`config.mk`:
```
export PLATFORM = sky130hd
export DESIGN_NAME = spi2apb_bridge_flat
export DESIGN_NICKNAME = d
export VERILOG_FILES = /design/src/rtl/spi2apb_bridge_if.sv /design/src/rtl/spi2apb_bridge.sv /design/src/flat_wrapper.sv
export SDC_FILE = /design/constraint.sdc
export NUM_CORES = 1
export LEC_CHECK = 0
export ABC_AREA = 1
export BUFFER_PORTS_ARGS = -buffer_cell sky130_fd_sc_hd__buf_4
export CAP_MARGIN = 20
export CORE_ASPECT_RATIO = 0.8
export CORE_UTILIZATION = 55
export DETAILED_ROUTE_END_ITERATION = 12
export HOLD_SLACK_MARGIN = 0.15
export PLACE_DENSITY = 0.79
export SLEW_MARGIN = 25
export SYNTH_ARGS = -nofsm -noshare
export SYNTH_HDL_FRONTEND = slang
export SYNTH_SLANG_ARGS = --single-unit
```
`constraint.sdc`:
```
create_clock -name clk -period 2.5 [get_ports clk]
set_clock_uncertainty 0.15 [all_clocks]
set_input_delay 0.375 -clock clk [delete_from_list [all_inputs] [get_ports clk]]
set_output_delay 0.375 -clock clk [all_outputs]
set_load 0.01 [all_outputs]
```
`src/rtl/spi2apb_bridge_if.sv`:
```
// APB bus between the SPI bridge (master) and a peripheral (slave).
//   psel, penable, paddr, pwrite, pwdata : master -> slave
//   prdata, pready, pslverr              : slave  -> master
interface spi2apb_bridge_if;
    logic        psel;
    logic        penable;
    logic [31:0] paddr;
    logic        pwrite;
    logic [31:0] pwdata;
    logic [31:0] prdata;
    logic        pready;
    logic        pslverr;

    modport master (
        output psel, penable, paddr, pwrite, pwdata,
        input  prdata, pready, pslverr
    );

    modport slave (
        input  psel, penable, paddr, pwrite, pwdata,
        output prdata, pready, pslverr
    );
endinterface

```
`src/rtl/spi2apb_bridge.sv`:
```
// SPI (mode 0) slave that turns host frames into single APB read/write transfers.
// Frame: cmd byte {wr, idx[6:0]}; write = cmd + 4 data bytes, read = cmd + dummy
// byte + 4 data bytes returned on miso. paddr = BASEADDR | {idx, 2'b00}.
// Ports:
//   clk, rstn            system clock, async active-low reset
//   sck, mosi, csn       SPI inputs, oversampled through SYNC_STAGES flops
//   miso, miso_oe        SPI output and its enable (enable while csn low)
//   busy                 high from csn fall until the FSM returns to idle
//   err                  sticky pslverr/timeout flag, cleared at next csn fall
//   apb                  APB master modport (spi2apb_bridge_if)
// Optional: define SPI2APB_STATUS_EN to shift {6'b0, timeout_seen, err} of the
// previous frame out on miso during the cmd byte.
module spi2apb_bridge #(
    parameter logic [31:0] BASEADDR    = 32'h0000_0000,
    parameter int unsigned SYNC_STAGES = 2,
    parameter int unsigned TIMEOUT     = 16
) (
    input  logic             clk,
    input  logic             rstn,
    input  logic             sck,
    input  logic             mosi,
    input  logic             csn,
    output logic             miso,
    output logic             miso_oe,
    output logic             busy,
    output logic             err,
    spi2apb_bridge_if.master apb
);
    localparam int unsigned DW = 32;
    localparam int unsigned BW = 6;
    localparam int unsigned TW = $clog2(TIMEOUT);
    localparam logic [DW-1:0] TMO_DATA = 32'hDEAD_DEAD;

    typedef enum logic [2:0] {
        S_IDLE, S_CMD, S_WDATA, S_SETUP, S_ACCESS, S_RDATA, S_WAIT_CS
    } state_t;

    state_t                 state_q, state_d;
    logic [SYNC_STAGES-1:0] sck_sync_q, mosi_sync_q, csn_sync_q;
    logic                   sck_prev_q, csn_prev_q;
    logic                   sck_s, mosi_s, csn_s;
    logic                   sck_rise, sck_fall, csn_fall;
    logic [BW-1:0]          bit_cnt_q;
    logic [3:0]             dummy_q;
    logic                   dummy_done;
    logic [TW-1:0]          tmo_cnt_q;
    logic                   tmo_hit;
    logic [DW-2:0]          rx_q;
    logic [DW-1:0]          tx_q;
    logic                   miso_q, miso_oe_q, busy_q, err_q;
    logic                   psel_q, penable_q, pwrite_q;
    logic [DW-1:0]          paddr_q, pwdata_q;
`ifdef SPI2APB_STATUS_EN
    logic                   tmo_seen_q;
    logic [7:0]             status_c;
    assign status_c = {6'b0, tmo_seen_q, err_q};
`endif

    // Input synchronizers plus previous-value flops for edge detection
    always_ff @(posedge clk or negedge rstn) begin
        if (!rstn) begin
            sck_sync_q  <= '0;
            mosi_sync_q <= '0;
            csn_sync_q  <= '1;
            sck_prev_q  <= 1'b0;
            csn_prev_q  <= 1'b1;
        end else begin
            sck_sync_q  <= {sck_sync_q[SYNC_STAGES-2:0], sck};
            mosi_sync_q <= {mosi_sync_q[SYNC_STAGES-2:0], mosi};
            csn_sync_q  <= {csn_sync_q[SYNC_STAGES-2:0], csn};
            sck_prev_q  <= sck_s;
            csn_prev_q  <= csn_s;
        end
    end

    assign sck_s      = sck_sync_q[SYNC_STAGES-1];
    assign mosi_s     = mosi_sync_q[SYNC_STAGES-1];
    assign csn_s      = csn_sync_q[SYNC_STAGES-1];
    assign sck_rise   = sck_s & ~sck_prev_q;
    assign sck_fall   = ~sck_s & sck_prev_q;
    assign csn_fall   = ~csn_s & csn_prev_q;
    assign dummy_done = (dummy_q == 4'd8);
    assign tmo_hit    = (tmo_cnt_q == TW'(TIMEOUT - 1));

    // Next-state logic; once the APB transfer has started it always completes
    always_comb begin
        state_d = state_q;
        case (state_q)
            S_IDLE:    if (csn_fall) state_d = S_CMD;
            S_CMD: begin
                if (csn_s) state_d = S_IDLE;
                else if (sck_rise && bit_cnt_q == BW'(7)) state_d = rx_q[6] ? S_WDATA : S_SETUP;
            end
            S_WDATA: begin
                if (csn_s) state_d = S_IDLE;
                else if (sck_rise && bit_cnt_q == BW'(31)) state_d = S_SETUP;
            end
            S_SETUP:   state_d = S_ACCESS;
            S_ACCESS: begin
                if (apb.pready || tmo_hit) begin
                    if (csn_s)         state_d = S_IDLE;
                    else if (pwrite_q) state_d = S_WAIT_CS;
                    else               state_d = S_RDATA;
                end
            end
            S_RDATA: begin
                if (csn_s) state_d = S_IDLE;
                else if (sck_rise && dummy_done && bit_cnt_q == BW'(31)) state_d = S_WAIT_CS;
            end
            S_WAIT_CS: if (csn_s) state_d = S_IDLE;
            default:   state_d = S_IDLE;
        endcase
    end

    // State register, counters, shift registers and registered outputs
    always_ff @(posedge clk or negedge rstn) begin
        if (!rstn) begin
            state_q    <= S_IDLE;
            bit_cnt_q  <= '0;
            dummy_q    <= '0;
            tmo_cnt_q  <= '0;
            rx_q       <= '0;
            tx_q       <= '0;
            miso_q     <= 1'b0;
            miso_oe_q  <= 1'b0;
            busy_q     <= 1'b0;
            err_q      <= 1'b0;
            psel_q     <= 1'b0;
            penable_q  <= 1'b0;
            pwrite_q   <= 1'b0;
            paddr_q    <= '0;
            pwdata_q   <= '0;
`ifdef SPI2APB_STATUS_EN
            tmo_seen_q <= 1'b0;
`endif
        end else begin
            state_q   <= state_d;
            miso_oe_q <= ~csn_s;
            busy_q    <= (state_d != S_IDLE);
            psel_q    <= (state_d == S_SETUP) || (state_d == S_ACCESS);
            penable_q <= (state_d == S_ACCESS);

            if (sck_rise) rx_q <= {rx_q[DW-3:0], mosi_s};

            if (state_d != state_q) begin
                bit_cnt_q <= '0;
            end else if (sck_rise && (state_q == S_CMD || state_q == S_WDATA ||
                                      (state_q == S_RDATA && dummy_done))) begin
                bit_cnt_q <= bit_cnt_q + BW'(1);
            end

            // Dummy-byte rises are counted across SETUP/ACCESS/RDATA
            if (state_d == S_SETUP && state_q != S_SETUP) begin
                dummy_q <= '0;
            end else if (sck_rise && !dummy_done &&
                         (state_q == S_SETUP || state_q == S_ACCESS || state_q == S_RDATA)) begin
                dummy_q <= dummy_q + 4'd1;
            end

            if (state_q == S_ACCESS && state_d == S_ACCESS) tmo_cnt_q <= tmo_cnt_q + TW'(1);
            else                                            tmo_cnt_q <= '0;

            case (state_q)
                S_IDLE: begin
                    miso_q <= 1'b0;
                    if (csn_fall) begin
                        err_q <= 1'b0;
`ifdef SPI2APB_STATUS_EN
                        miso_q     <= status_c[7];
                        tx_q       <= {status_c[6:0], 25'd0};
                        tmo_seen_q <= 1'b0;
`endif
                    end
                end
                S_CMD: begin
                    if (sck_rise && bit_cnt_q == BW'(7)) begin
                        pwrite_q <= rx_q[6];
                        paddr_q  <= BASEADDR | {23'd0, rx_q[5:0], mosi_s, 2'b00};
                    end
`ifdef SPI2APB_STATUS_EN
                    if (sck_fall) begin
                        miso_q <= tx_q[DW-1];
                        tx_q   <= {tx_q[DW-2:0], 1'b0};
                    end
`else
                    miso_q <= 1'b0;
`endif
                end
                S_WDATA: begin
                    miso_q <= 1'b0;
                    if (sck_rise && bit_cnt_q == BW'(31)) pwdata_q <= {rx_q, mosi_s};
                end
                S_ACCESS: begin
                    miso_q <= 1'b0;
                    if (apb.pready) begin
                        tx_q <= apb.prdata;
                        if (apb.pslverr) err_q <= 1'b1;
                    end else if (tmo_hit) begin
                        tx_q  <= TMO_DATA;
                        err_q <= 1'b1;
`ifdef SPI2APB_STATUS_EN
                        tmo_seen_q <= 1'b1;
`endif
                    end
                end
                S_RDATA: begin
                    // First data bit goes out on the fall that ends the dummy byte
                    if (sck_fall && dummy_done) begin
                        miso_q <= tx_q[DW-1];
                        tx_q   <= {tx_q[DW-2:0], 1'b0};
                    end
                end
                default: miso_q <= 1'b0;
            endcase
        end
    end

    assign miso        = miso_q;
    assign miso_oe     = miso_oe_q;
    assign busy        = busy_q;
    assign err         = err_q;
    assign apb.psel    = psel_q;
    assign apb.penable = penable_q;
    assign apb.paddr   = paddr_q;
    assign apb.pwrite  = pwrite_q;
    assign apb.pwdata  = pwdata_q;
endmodule

```
`src/flat_wrapper.sv`:
```
// flat-port wrapper written by rule: the top's interface ports become plain ports
module spi2apb_bridge_flat 
#(
    parameter logic [31:0] BASEADDR    = 32'h0000_0000,
    parameter int unsigned SYNC_STAGES = 2,
    parameter int unsigned TIMEOUT     = 16
)
  (clk, rstn, sck, mosi, csn, miso, miso_oe, busy, err, apb_psel, apb_penable, apb_paddr, apb_pwrite, apb_pwdata, apb_prdata, apb_pready, apb_pslverr);
  spi2apb_bridge_if apb_i ();
  input  logic clk;
  input  logic rstn;
  input  logic sck;
  input  logic mosi;
  input  logic csn;
  output logic miso;
  output logic miso_oe;
  output logic busy;
  output logic err;
  output wire logic [$bits(apb_i.psel)-1:0] apb_psel;
  output wire logic [$bits(apb_i.penable)-1:0] apb_penable;
  output wire logic [$bits(apb_i.paddr)-1:0] apb_paddr;
  output wire logic [$bits(apb_i.pwrite)-1:0] apb_pwrite;
  output wire logic [$bits(apb_i.pwdata)-1:0] apb_pwdata;
  input wire logic [$bits(apb_i.prdata)-1:0] apb_prdata;
  input wire logic [$bits(apb_i.pready)-1:0] apb_pready;
  input wire logic [$bits(apb_i.pslverr)-1:0] apb_pslverr;
  assign apb_psel = apb_i.psel;
  assign apb_penable = apb_i.penable;
  assign apb_paddr = apb_i.paddr;
  assign apb_pwrite = apb_i.pwrite;
  assign apb_pwdata = apb_i.pwdata;
  assign apb_i.prdata = apb_prdata;
  assign apb_i.pready = apb_pready;
  assign apb_i.pslverr = apb_pslverr;
  spi2apb_bridge #(.BASEADDR(BASEADDR), .SYNC_STAGES(SYNC_STAGES), .TIMEOUT(TIMEOUT)) u_core (.clk(clk), .rstn(rstn), .sck(sck), .mosi(mosi), .csn(csn), .miso(miso), .miso_oe(miso_oe), .busy(busy), .err(err), .apb(apb_i));
endmodule
```
After elaboration in Yosys (flattened, before gate mapping). Cells that the tools add are included.

Bits in registers: 134. Bits in latches: 0. Memory bits (writable): 0. Bits in read-only memories: 0. Input port bits: 39. Logic and storage cells: 104. Memories: 0.

$add $sub $neg: 3. $mul: 0. Div/mod/pow operators: 0. Magnitude comparators: 0. Equality and inequality tests: 18. Shifts and indexed selects: 0. Multiplexer cells: 29. Bitwise operators: 6. Reduce and logical (&&, ||, !) cells: 28.

Operator list (number): two-way mux 32 bit (3); one-hot mux 32 bit (2 select lines) (1); two-way mux 3 bit (10); one-hot mux 3 bit (7 select lines) (1); equality test 3 bit (second input constant) (4); two-way mux 4 bit (3); two-way mux 6 bit (2); logical AND 1 bit (11); equality test 3 x 2 -> 1 bit (second input constant) (3); adder 4 x 1 -> 4 bit (second input constant) (2); equality test 4 bit (second input constant) (2); nonzero test 2 bit (4); two-way mux 1 bit (7); adder 6 x 1 -> 6 bit (second input constant) (1); equality test 6 x 3 -> 1 bit (second input constant) (1); equality test 6 x 5 -> 1 bit (second input constant) (1); logical OR 1 bit (6); inequality test 3 x 2 -> 1 bit (second input constant) (2); AND reduction 2 bit (2); AND reduction 4 bit (1); bitwise AND 1 bit (3); equality test 3 x 1 -> 1 bit (second input constant) (1); zero test 3 bit (1); inequality test 3 bit (1); other kinds (9) (11).

Longest topological paths before layout. Gate-level depths: netlist of run 1.

Word-level depth: 10. Gate-level depth with buffers: 13. Depth with buffers taken out: 13.

Least setup slack after synthesis of run 1. Ideal clock, no wire load.

Kind: flip-flop to flip-flop. From: register u_core.dummy_q[0]. To: register u_core.tx_q[15]. Library setup time: 0.119 ns. Data arrival time: 1.574 ns. Data required time: 2.231 ns. Setup slack: 0.658 ns. Cell stages (with the launch flop): 12. Buffers on the path: 1. Period minus slack after synthesis: 1.842 ns. Cells stage by stage: dfrtp_1 -> inv_1 -> ha_1 -> nand2_1 -> nor2_1 -> inv_1 -> o31ai_2 -> nand2_2 -> inv_4 -> buf_6 -> nand3_1 -> o21a_1.

Longest elaborated chain between the ends: 4.

RTL lines: from (decl) (RTL line spi2apb_bridge.sv:44) `logic [3:0] dummy_q;`; from (signal assigned) (RTL line spi2apb_bridge.sv:157) `dummy_q <= dummy_q + 4'd1;`; equality test 4 bit (RTL line spi2apb_bridge.sv:82) `assign dummy_done = (dummy_q == 4'd8);`; logical AND 1 bit (RTL line spi2apb_bridge.sv:208) `if (sck_fall && dummy_done) begin`; inequality test 2 bit (no source line); AND reduction 3 bit (no source line); to (signal assigned) (RTL line spi2apb_bridge.sv:196) `tx_q <= apb.prdata;`; to (signal assigned) (RTL line spi2apb_bridge.sv:210) `tx_q <= {tx_q[DW-2:0], 1'b0};`; to (decl) (RTL line spi2apb_bridge.sv:49) `logic [DW-1:0] tx_q;`.

Every way passes these cells. A chain may end at the register's enable or synchronous reset.

Worst setup path after layout of run 1.
From: register u_core.dummy_q[0]. To: register u_core.tx_q[28].

The elaborated chain is that of the path after synthesis.

==> impl_metrics.toml, run 1 <==
[outcome]
status = "finished clean"

[floorplanning]
die_x_um = 118.2
core_mm2 = 0.01036
die_area_mm2 = 0.01123
ioPinCount = 110
die_y_um = 95.00
row_count = 33
initial_core_util_pct = 57.37

[grt]
grt.total_usage_pct = 22.99
use_met3_pct = 5.797
grt_pass1_vias = 4347
grt_pass1_wl_um = 20180
grt.overflow.total = 0
antenna_found_initial = 0
met1_usage_pct = 31.13
grt.busiest_layer = "met2"
gr-usage-met2_pct = 35.83
grt_max_degree = 63

[sta]
slew_viol_final = 0
rsz0062_at_grt = "no"
min_period_over_period_pct = 91.20
relSlewSlack_pct = 64.13
hold_violations = 0
worst_pin_slew_ns = 0.5362
period_needed_ns = 2.280
tns_ns = 0
max_freq_mhz = 438.6
finalSetupViolCount = 0

[power]
pwr-share-comb_pct = 5.6
p_sw_w = 0.001166
seqPwrFrac_pct = 44.7
swShare_pct = 22.94
cellPowerDensity_mw_per_mm2 = 693.3
p_clk_share_pct = 49.7
p_int_w = 0.003916
max-vdd-ir-drop_mv = 0.4571
leakage_nw = 3.688

[cts]
worstSkewPairLatency_ns = 0.41
cts_max_level = 4
clockRootBuffer = "clkbuf_16"
cts_sinks = 134
clk_path_buf_depth = 2
clk_pin_slew_ns = 0.06
cts_tree = "yes"
numCtsBuffers = 17
post-cts-setup-buffer-count = 0

[placed_design]
globalplace.congestion = 0.8082
placed_cell_area_mm2 = 0.006605
post-place-cells = 866
io_buffers = 84
dp_hpwl_um = 8018

[layout]
area_growth_syn_to_layout_pct = 23.30
instances_no_fill = 910
final_cell_area_mm2 = 0.007331
most-common-layout-cells = "nand2_1, dfrtp_1, o21ai_0"
num-nets-final = 800
layout_commonest_cell = "nand2_1"
fillerInstances = 778
antenna_cells = 0
drive_gt1_share_pct = 19.09

[logic_synthesis]
yosysSeqAreaShare_pct = 56.46
yosysTopAreaCell = "dfrtp_1"
synth.top_cells.by_area = "dfrtp_1, nand2_1, o21ai_0"
syn_area_mm2 = 0.005946
yosysTopAreaCellShare_pct = 55.13
synthDistinctLibCells = 36
yosysWarnings = 0
synth_seq_cells = 134
synth.avg_cell_area_um2 = 8.927
syn_inst = 666

[setup_path]
worstPathArrival_ns = 2.43
start_kind = "flop"
path_class = "reg2reg"
worst_ep_required_time_ns = 2.65
reg2reg_depth = 10
end_kind = "flop"
r2r_setup_slack_ns = 0.22
critPathMaxFanout = 54

[min_path]
holdPathStages = 5
hold_path.class = "in2reg"

[route]
drc = 0
wire_per_inst_um = 13.21
drt-initial-drc-count = 314
finalWirelength_um = 12020
via_per_inst = 5.059
dr.pass1.iters = 5
antenna_left = 0
vias = 4604

[flow_run]
maxCapViolCount = 0
-- synth_stat cells --
cell	number
nand3b_1	1
buf_6	2
dfrtp_1	131
dfstp_2	3
o211ai_1	10
nor3_1	1
conb_1	1
clkbuf_1	17
nand2_2	3
nor2_1	24
xor2_1	9
inv_1	71
nand3_4	2
inv_4	1
nand2_1	171
buf_1	2
o21ai_2	1
ha_1	4
clkinv_1	1
nor2_4	2
o21ai_1	1
o21bai_1	1
buf_2	7
o31ai_1	1
buf_4	27
o21ai_0	117
o21a_1	10
nand3_1	24
nand4_1	7
mux2_2	1
nor2_2	4
o31ai_2	1
xnor2_1	1
inv_2	3
a21oi_1	2
nand3_2	2
-- kinds of logic after synthesis --
kind of cell               Yosys count  synth area share [%]
and+or+nand+nor                    241                 17.32
AOI/OAI and AO/OA                  144                 13.24
DFF                                134                 56.46
buffers and inverters              131                 10.42
muxes                                1                0.1894
other                                1               0.06307
xor gates and xnor gates            10                 1.473
adders and majority gates            4                0.8418
-- critical path: stages, from the launching register on --
cell	delay, ns
dfrtp_1	0.42
inv_1	0.08
ha_1	0.14
nand2_1	0.05
nor2_1	0.16
inv_1	0.10
o31ai_2	0.27
nand2_2	0.12
inv_4	0.36
nand3_1	0.15
o21a_1	0.14
-- metrics by stage --
stage | power, W | worst slack [ns] | utilization, % | hold WS [ns]
CTS | 0.005128 | 0.2323 | 70.74 | 0.1512
detailed placement | 0.002579 | 0.2695 | 63.73 | 0.1932
global placement | 0.002570 | 0.3824 | 63.73 | 0.1819
global route | 0.005278 | 0.03910 | 70.74 | 0.1661
finish | 0.005082 | 0.2200 | 70.74 | 0.1567
floorplan | 0.002467 | 0.6577 | - | -0.07059
-- cell type report --
| type | instances | area [um^2] | share of cell area (%) |
|---|---|---|---|
| sequential | 134 | 3357 | 45.79 |
| clock buffer | 18 | 429.2 | 5.854 |
| clock inverter | 14 | 176.4 | 2.407 |
| tap | 140 | 175.2 | 2.389 |
| timing repair buffer | 103 | 840.8 | 11.47 |
| inverter | 76 | 287.8 | 3.926 |
| multi-input combinational | 425 | 2064 | 28.16 |
-- worst paths after layout --
kind                                                 startpoint                               to
worst max-delay path              u_core.dummy_q[0]$_DFFE_PN0P_      u_core.tx_q[28]$_DFFE_PN0P_
worst min-delay path                             apb_prdata[30]      u_core.tx_q[30]$_DFFE_PN0P_
worst max register to register    u_core.dummy_q[0]$_DFFE_PN0P_      u_core.tx_q[28]$_DFFE_PN0P_
worst min register to register  u_core.mosi_sync_q[0]$_DFF_PN0_  u_core.mosi_sync_q[1]$_DFF_PN0_
max in group asynchronous                                  rstn      u_core.tx_q[15]$_DFFE_PN0P_
min in group asynchronous                                  rstn  u_core.apb.paddr[4]$_DFFE_PN0P_
-- timing repair --
item / in CTS / in global routing
resized for setup: 0 / 0
hold buffers: 12 / 0
hold endpoints to repair: 44 / 0
-- layer usage --
layer	vias to the layer above	wire length, um
li1	2257	-
met1	2213	5490
met2	120	5785
met3	14	576
met4	0	166
met5	-	0
-- flip-flops by register name, summed over array words and instances (netlist names), 2 cells and up --
signal,count
u_core.csn_sync_q,2
u_core.apb.pwdata,32
u_core.tmo_cnt_q,4
u_core.sck_sync_q,2
u_core.dummy_q,4
u_core.state_q,3
u_core.rx_q,31
u_core.mosi_sync_q,2
u_core.apb.paddr,7
u_core.tx_q,32
u_core.bit_cnt_q,6
-- power groups by stage --
stage	clock [W]	combinational, W	sequential (W)
after floorplan	0	0.000170	0.00230
after CTS	0.00257	0.000289	0.00227
final	0.00253	0.000284	0.00227
after global routing	0.00267	0.000326	0.00228
after detailed placement	0	0.000272	0.00231
after global placement	0	0.000265	0.00230
(Power assumes the default switching activity.)
==> run 2, diff against run 1 <==
--- a/config.mk
+++ b/config.mk
@@ -6,6 +6,7 @@
 export NUM_CORES = 1
 export LEC_CHECK = 0
 export ABC_AREA = 1
+export ABC_CLOCK_PERIOD_IN_PS = 2800
 export BUFFER_PORTS_ARGS = -buffer_cell sky130_fd_sc_hd__buf_4
 export CAP_MARGIN = 20
 export CORE_ASPECT_RATIO = 0.8
==> constraint.sdc (replaced) <==
create_clock -name clk -period 2.8 [get_ports clk]
set_clock_uncertainty 0.15 [all_clocks]
set_input_delay 0.42 -clock clk [delete_from_list [all_inputs] [get_ports clk]]
set_output_delay 0.42 -clock clk [all_outputs]
set_load 0.01 [all_outputs]
==> run 2 against run 1 <==
Effect of this change:
- sequential cell count did not move
- routed wire length barely moved
- worst setup slack improved by 0.15 ns
- first-iteration DRC count rose by 15%
- sequential power fell by 11%
- sequential share of layout area rose by 0.67 points
- largest cell class unchanged
- register-to-register slack improved by 0.15 ns
- clock power fell by 9.9%
- cell area fell by 1.5%
- clock-buffer cell count fell by 1
- critical path depth did not move
- core utilization fell by 1.0 points
==> impl_metrics.toml, run 2 (synthesis gave the netlist of run 1 again) <==
[cts]
numCtsBuffers = 17
cts_tree = "yes"
cts_max_level = 4
clk_path_buf_depth = 2
hold_buffers = 5
post-cts-setup-buffer-count = 0
cts_sinks = 134
clockRootBuffer = "clkbuf_16"
worstSkewPairLatency_ns = 0.42
clk_pin_slew_ns = 0.06
cts_resized = 0

[grt]
grt_max_degree = 135
grt.overflow.total = 0
antenna_found_initial = 0
grt_pass1_wl_um = 20130
grt_pass1_vias = 4338
grt.total_usage_pct = 22.95

[sta]
max_freq_mhz = 411.1
rsz0062_at_grt = "no"
tns_ns = 0
worst_pin_slew_ns = 0.7545
hold_violations = 0
relSlewSlack_pct = 49.70
slew_viol_final = 0
min_period_over_period_pct = 86.88
period_needed_ns = 2.433
finalSetupViolCount = 0

[setup_path]
cp_top_family = "buffers and inverters"
critPathMaxFanout = 54
path_buf_inv = 3
crit_path_top_delay_cell = "inv_4"
worstPathArrival_ns = 2.59
slowest_delay_ns = 0.42
crit_top_cell = "inv_1"
worstSetupStartpoint = "u_core.dummy_q[0]$_DFFE_PN0P_"
start_kind = "flop"
reg2reg_from = "u_core.dummy_q[0]$_DFFE_PN0P_"
reg2reg_depth = 10
worst_ep_required_time_ns = 2.95
cp.depth = 10
end_kind = "flop"
crit_path_cell_trace = "inv_1 > ha_1 > nand2_1 > nor2_1 > inv_1 > o31ai_2 > nand2_2 > inv_4 > nand3_1 > o21a_1"
path_class = "reg2reg"

[route]
antenna_left = 0
vias = 4532
dr.pass1.iters = 5
via_per_inst = 5.030
drt-initial-drc-count = 362
finalWirelength_um = 12010
drc = 0
wire_per_inst_um = 13.33

[floorplanning]
die_x_um = 118.2
ioPinCount = 110
initial_core_util_pct = 57.37
die_y_um = 95.00
row_count = 33
core_mm2 = 0.01036
die_area_mm2 = 0.01123

[min_path]
holdPathStages = 5
hold_path.class = "in2reg"
hold_start = "apb_prdata[30]"

[layout]
drive_gt1_share_pct = 19.19
antenna_cells = 0
most-common-layout-cells = "nand2_1, dfrtp_1, o21ai_0"
area_growth_syn_to_layout_pct = 21.51
layout_commonest_cell = "nand2_1"
instances_no_fill = 901
fillerInstances = 785
utilization_pct = 69.71
num-nets-final = 791

[flow_run]
maxCapViolCount = 0

[power]
max-vdd-ir-drop_mv = 0.4674
cellPowerDensity_mw_per_mm2 = 630.3
leakage_nw = 3.642

[outcome]
status = "finished clean"

[placed_design]
io_buffers = 84
globalplace.congestion = 0.8251
post-place-cells = 864
dp_hpwl_um = 7886
==> run 2: cell count changes in the layout (fill, tap and decap cells not counted), sizes merged <==
| cell | previous run | this run |
|---|---|---|
| clkinv | 8 | 4 |
| bufinv | 3 | 2 |
| inv | 77 | 83 |
| clkbuf | 18 | 17 |
| dlygate4sd3 | 12 | 5 |
| buf | 91 | 89 |
==> run 2: path summary, 6_finish.rpt <==
check	to	slack [ns]
setup / recovery	u_core.tx_q[27]$_DFFE_PN0P_	0.37
hold / removal	u_core.tx_q[30]$_DFFE_PN0P_	0.18
min in group asynchronous	u_core.apb.pwdata[5]$_DFFE_PN0P_	0.46
max in group asynchronous	u_core.bit_cnt_q[1]$_DFFE_PN0P_	1.43
hold reg to reg	u_core.mosi_sync_q[1]$_DFF_PN0_	0.20
setup reg to reg	u_core.tx_q[27]$_DFFE_PN0P_	0.37
==> run 2: worst min-delay path, stage by stage <==
cell and delay, ns:
buf_4 0.07, o21ai_0 0.05, o21ai_0 0.06, nand2_1 0.05, o21ai_0 0.05
==> run 2: area by class of cell <==
class                      instances  area, um^2  share of cell area [%]
clock buffer                      17       425.4                   5.888
clock inverter                    15       183.9                   2.546
inverter                          76       287.8                   3.983
multi-input combinational        425        2064                   28.58
sequential                       134        3357                   46.47
tap                              140       175.2                   2.425
timing repair buffer              94       730.7                   10.11
==> run 2: report_power, final <==
group / switching, W / internal [W] / total [W] / leakage [nW]
clock: 0.000930 / 0.00135 / 0.00228 / 0.294
sequential: 0.0000353 / 0.00199 / 0.00203 / 1.77
combinational: 0.000157 / 0.0000852 / 0.000242 / 1.57
total: 0.00112 / 0.00343 / 0.00455 / 3.64
==> run 2: per-stage QoR <==
| stage | power [W] | hold slack [ns] | area [um^2] | worst slack [ns] |
|---|---|---|---|---|
| finish | 0.004554 | 0.1810 | 7224 | 0.3673 |
| global placement | 0.002290 | 0.1880 | 6565 | 0.5310 |
| floorplan | 0.002203 | -0.02559 | 6036 | 0.9577 |
| detailed placement | 0.002302 | 0.1955 | 6565 | 0.4095 |
| CTS | 0.004587 | 0.1760 | 7224 | 0.3523 |
| global route | 0.004720 | 0.2095 | 7224 | 0.1270 |
==> run 2: per-layer routing <==
| layer | GRT usage (%) | wire length, um | vias to the layer above |
|---|---|---|---|
| met5 | 0 | 0 | - |
| met4 | 7.051 | 116 | 0 |
| met3 | 6.522 | 468 | 14 |
| met2 | 35.69 | 5771 | 97 |
| met1 | 31.46 | 5658 | 2181 |
| li1 | - | - | 2240 |
==> run 3, diff against run 2 <==
--- a/config.mk
+++ b/config.mk
@@ -10,10 +10,9 @@
 export BUFFER_PORTS_ARGS = -buffer_cell sky130_fd_sc_hd__buf_4
 export CAP_MARGIN = 20
 export CORE_ASPECT_RATIO = 0.8
-export CORE_UTILIZATION = 55
+export CORE_UTILIZATION = 40
 export DETAILED_ROUTE_END_ITERATION = 12
 export HOLD_SLACK_MARGIN = 0.15
-export PLACE_DENSITY = 0.79
 export SLEW_MARGIN = 25
 export SYNTH_ARGS = -nofsm -noshare
 export SYNTH_HDL_FRONTEND = slang
==> run 3 against run 2 <==
Effect of this change:
- the run now ends with DRC left
- register-to-register slack barely moved
- cell count grew 5.2%
- critical path depth did not move
- combinational power hardly changed
- clock power about the same
- global-route usage shrank 5.7 points
- highest routed layer unchanged
==> impl_metrics.toml, run 3 (synthesis gave the netlist of run 1 again) <==
[floorplanning]
ioPinCount = 110
die_y_um = 111.0
die_area_mm2 = 0.01536
row_count = 39
die_x_um = 138.3
core_mm2 = 0.01440
initial_core_util_pct = 41.30

[sta]
worst_pin_slew_ns = 0.5398
max_freq_mhz = 410.4
slew_viol_final = 0
period_needed_ns = 2.437
hold_violations = 0
min_period_over_period_pct = 87.02
tns_ns = 0
hold_ws_ns = 0.1889
finalSetupViolCount = 0
relSlewSlack_pct = 64.02
rsz0062_at_grt = "no"

[route]
vias = 4474
antenna_left = 0
finalWirelength_um = 12170
wire_per_inst_um = 12.84
dr.pass1.iters = 11
drc = 12
drt-initial-drc-count = 387
via_per_inst = 4.719

[layout]
fillerInstances = 1351
antenna_cells = 0
num-nets-final = 794
layout_commonest_cell = "nand2_1"
area_growth_syn_to_layout_pct = 22.96
most-common-layout-cells = "nand2_1, dfrtp_1, o21ai_0"
drive_gt1_share_pct = 19.11
instances_no_fill = 948
final_cell_area_mm2 = 0.007311

[placed_design]
io_buffers = 84
globalplace.congestion = 0.8251
dp_hpwl_um = 8304
placed_cell_area_mm2 = 0.006646
post-place-cells = 911

[power]
p_sw_w = 0.0009819
power_w = 0.004557
leakage_nw = 3.655
seqPwrFrac_pct = 44.5
swShare_pct = 21.55
p_clk_share_pct = 50.2
max-vdd-ir-drop_mv = 0.4160
pwr-share-comb_pct = 5.3
cellPowerDensity_mw_per_mm2 = 623.3
p_int_w = 0.003575

[setup_path]
start_kind = "flop"
end_kind = "flop"
r2r_setup_slack_ns = 0.36
worstReg2RegEnd = "u_core.tx_q[15]$_DFFE_PN0P_"
worstPathArrival_ns = 2.59
path_class = "reg2reg"
critPathMaxFanout = 54
worst_ep_required_time_ns = 2.95
reg2reg_depth = 10
reg2reg_from = "u_core.dummy_q[0]$_DFFE_PN0P_"

[cts]
worstSkewPairLatency_ns = 0.41
clk_pin_slew_ns = 0.06
clockRootBuffer = "clkbuf_16"
cts_resized = 0
cts_sinks = 134
cts_tree = "yes"
clk_path_buf_depth = 2
numCtsBuffers = 17
cts_max_level = 4

[outcome]
status = "finished with violations"
violations = "DRC"

[min_path]
hold_path.class = "in2reg"
holdPathStages = 5
whs_endpoint = "u_core.tx_q[21]$_DFFE_PN0P_"
hold_start = "apb_prdata[21]"

[grt]
grt.total_usage_pct = 17.20
grt_max_degree = 59
antenna_found_initial = 0
grt_pass1_vias = 4440
grt_pass1_wl_um = 20920
grt.overflow.total = 0

[flow_run]
maxCapViolCount = 0
==> run 3: worst max-delay path by stage <==
stage	from	slack [ns]	cells after the start	to
detailed placement	u_core.dummy_q[0]$_DFFE_PN0P_	0.38	10	u_core.tx_q[15]$_DFFE_PN0P_
finish	u_core.dummy_q[0]$_DFFE_PN0P_	0.36	10	u_core.tx_q[15]$_DFFE_PN0P_
CTS	u_core.dummy_q[0]$_DFFE_PN0P_	0.36	10	u_core.tx_q[15]$_DFFE_PN0P_
global placement	u_core.dummy_q[0]$_DFFE_PN0P_	0.49	10	u_core.tx_q[12]$_DFFE_PN0P_
floorplan	u_core.dummy_q[0]$_DFFE_PN0P_	0.96	11	u_core.tx_q[15]$_DFFE_PN0P_
global route	u_core.dummy_q[0]$_DFFE_PN0P_	0.13	10	u_core.tx_q[16]$_DFFE_PN0P_
==> run 3: timing repair <==
item / 4_1_cts / 5_1_grt
hold endpoints to repair: 57 / 0
setup buffers: 0 / 0
hold buffers: 5 / 0
==> run 3: power groups by stage <==
stage,Sequential [W],Combinational (W),Clock (W)
5_1_grt,0.00203,0.000282,0.00242
2_1_floorplan,0.00205,0.000151,0
3_5_place_dp,0.00206,0.000241,0
3_3_place_gp,0.00206,0.000237,0
4_1_cts,0.00203,0.000249,0.00234
6_report,0.00203,0.000242,0.00229
==> run 3: cell type report <==
cell class	count	area (um^2)	share of cell area [%]
clock buffer	24	491.7	6.726
tap	184	230.2	3.149
timing repair buffer	97	757.0	10.35
sequential	134	3357	45.92
clock inverter	8	122.6	1.677
multi-input combinational	425	2064	28.24
inverter	76	287.8	3.936
==> run 3: worst max-delay path: stages, from the launching register on <==
cell,delay (ns)
dfrtp_1,0.42
inv_1,0.07
ha_1,0.14
nand2_1,0.05
nor2_1,0.15
inv_1,0.10
o31ai_2,0.28
nand2_2,0.25
inv_4,0.42
nand3_1,0.13
o21a_1,0.14
==> run 3: routing by layer <==
metal	GRT usage, %	wire length (um)	share of wire, %
met2	27.28	5621	46
met1	22.32	5986	49
met5	0	0	0
met4	6.292	109	0.90
met3	5.097	451	3.7
==> run 3: metrics by stage <==
stage | util, % | worst slack, ns
CTS | 50.79 | 0.3624
global placement | 46.17 | 0.4949
detailed placement | 46.17 | 0.3762
floorplan | - | 0.9577
finish | 50.79 | 0.3634
global route | 50.79 | 0.1317
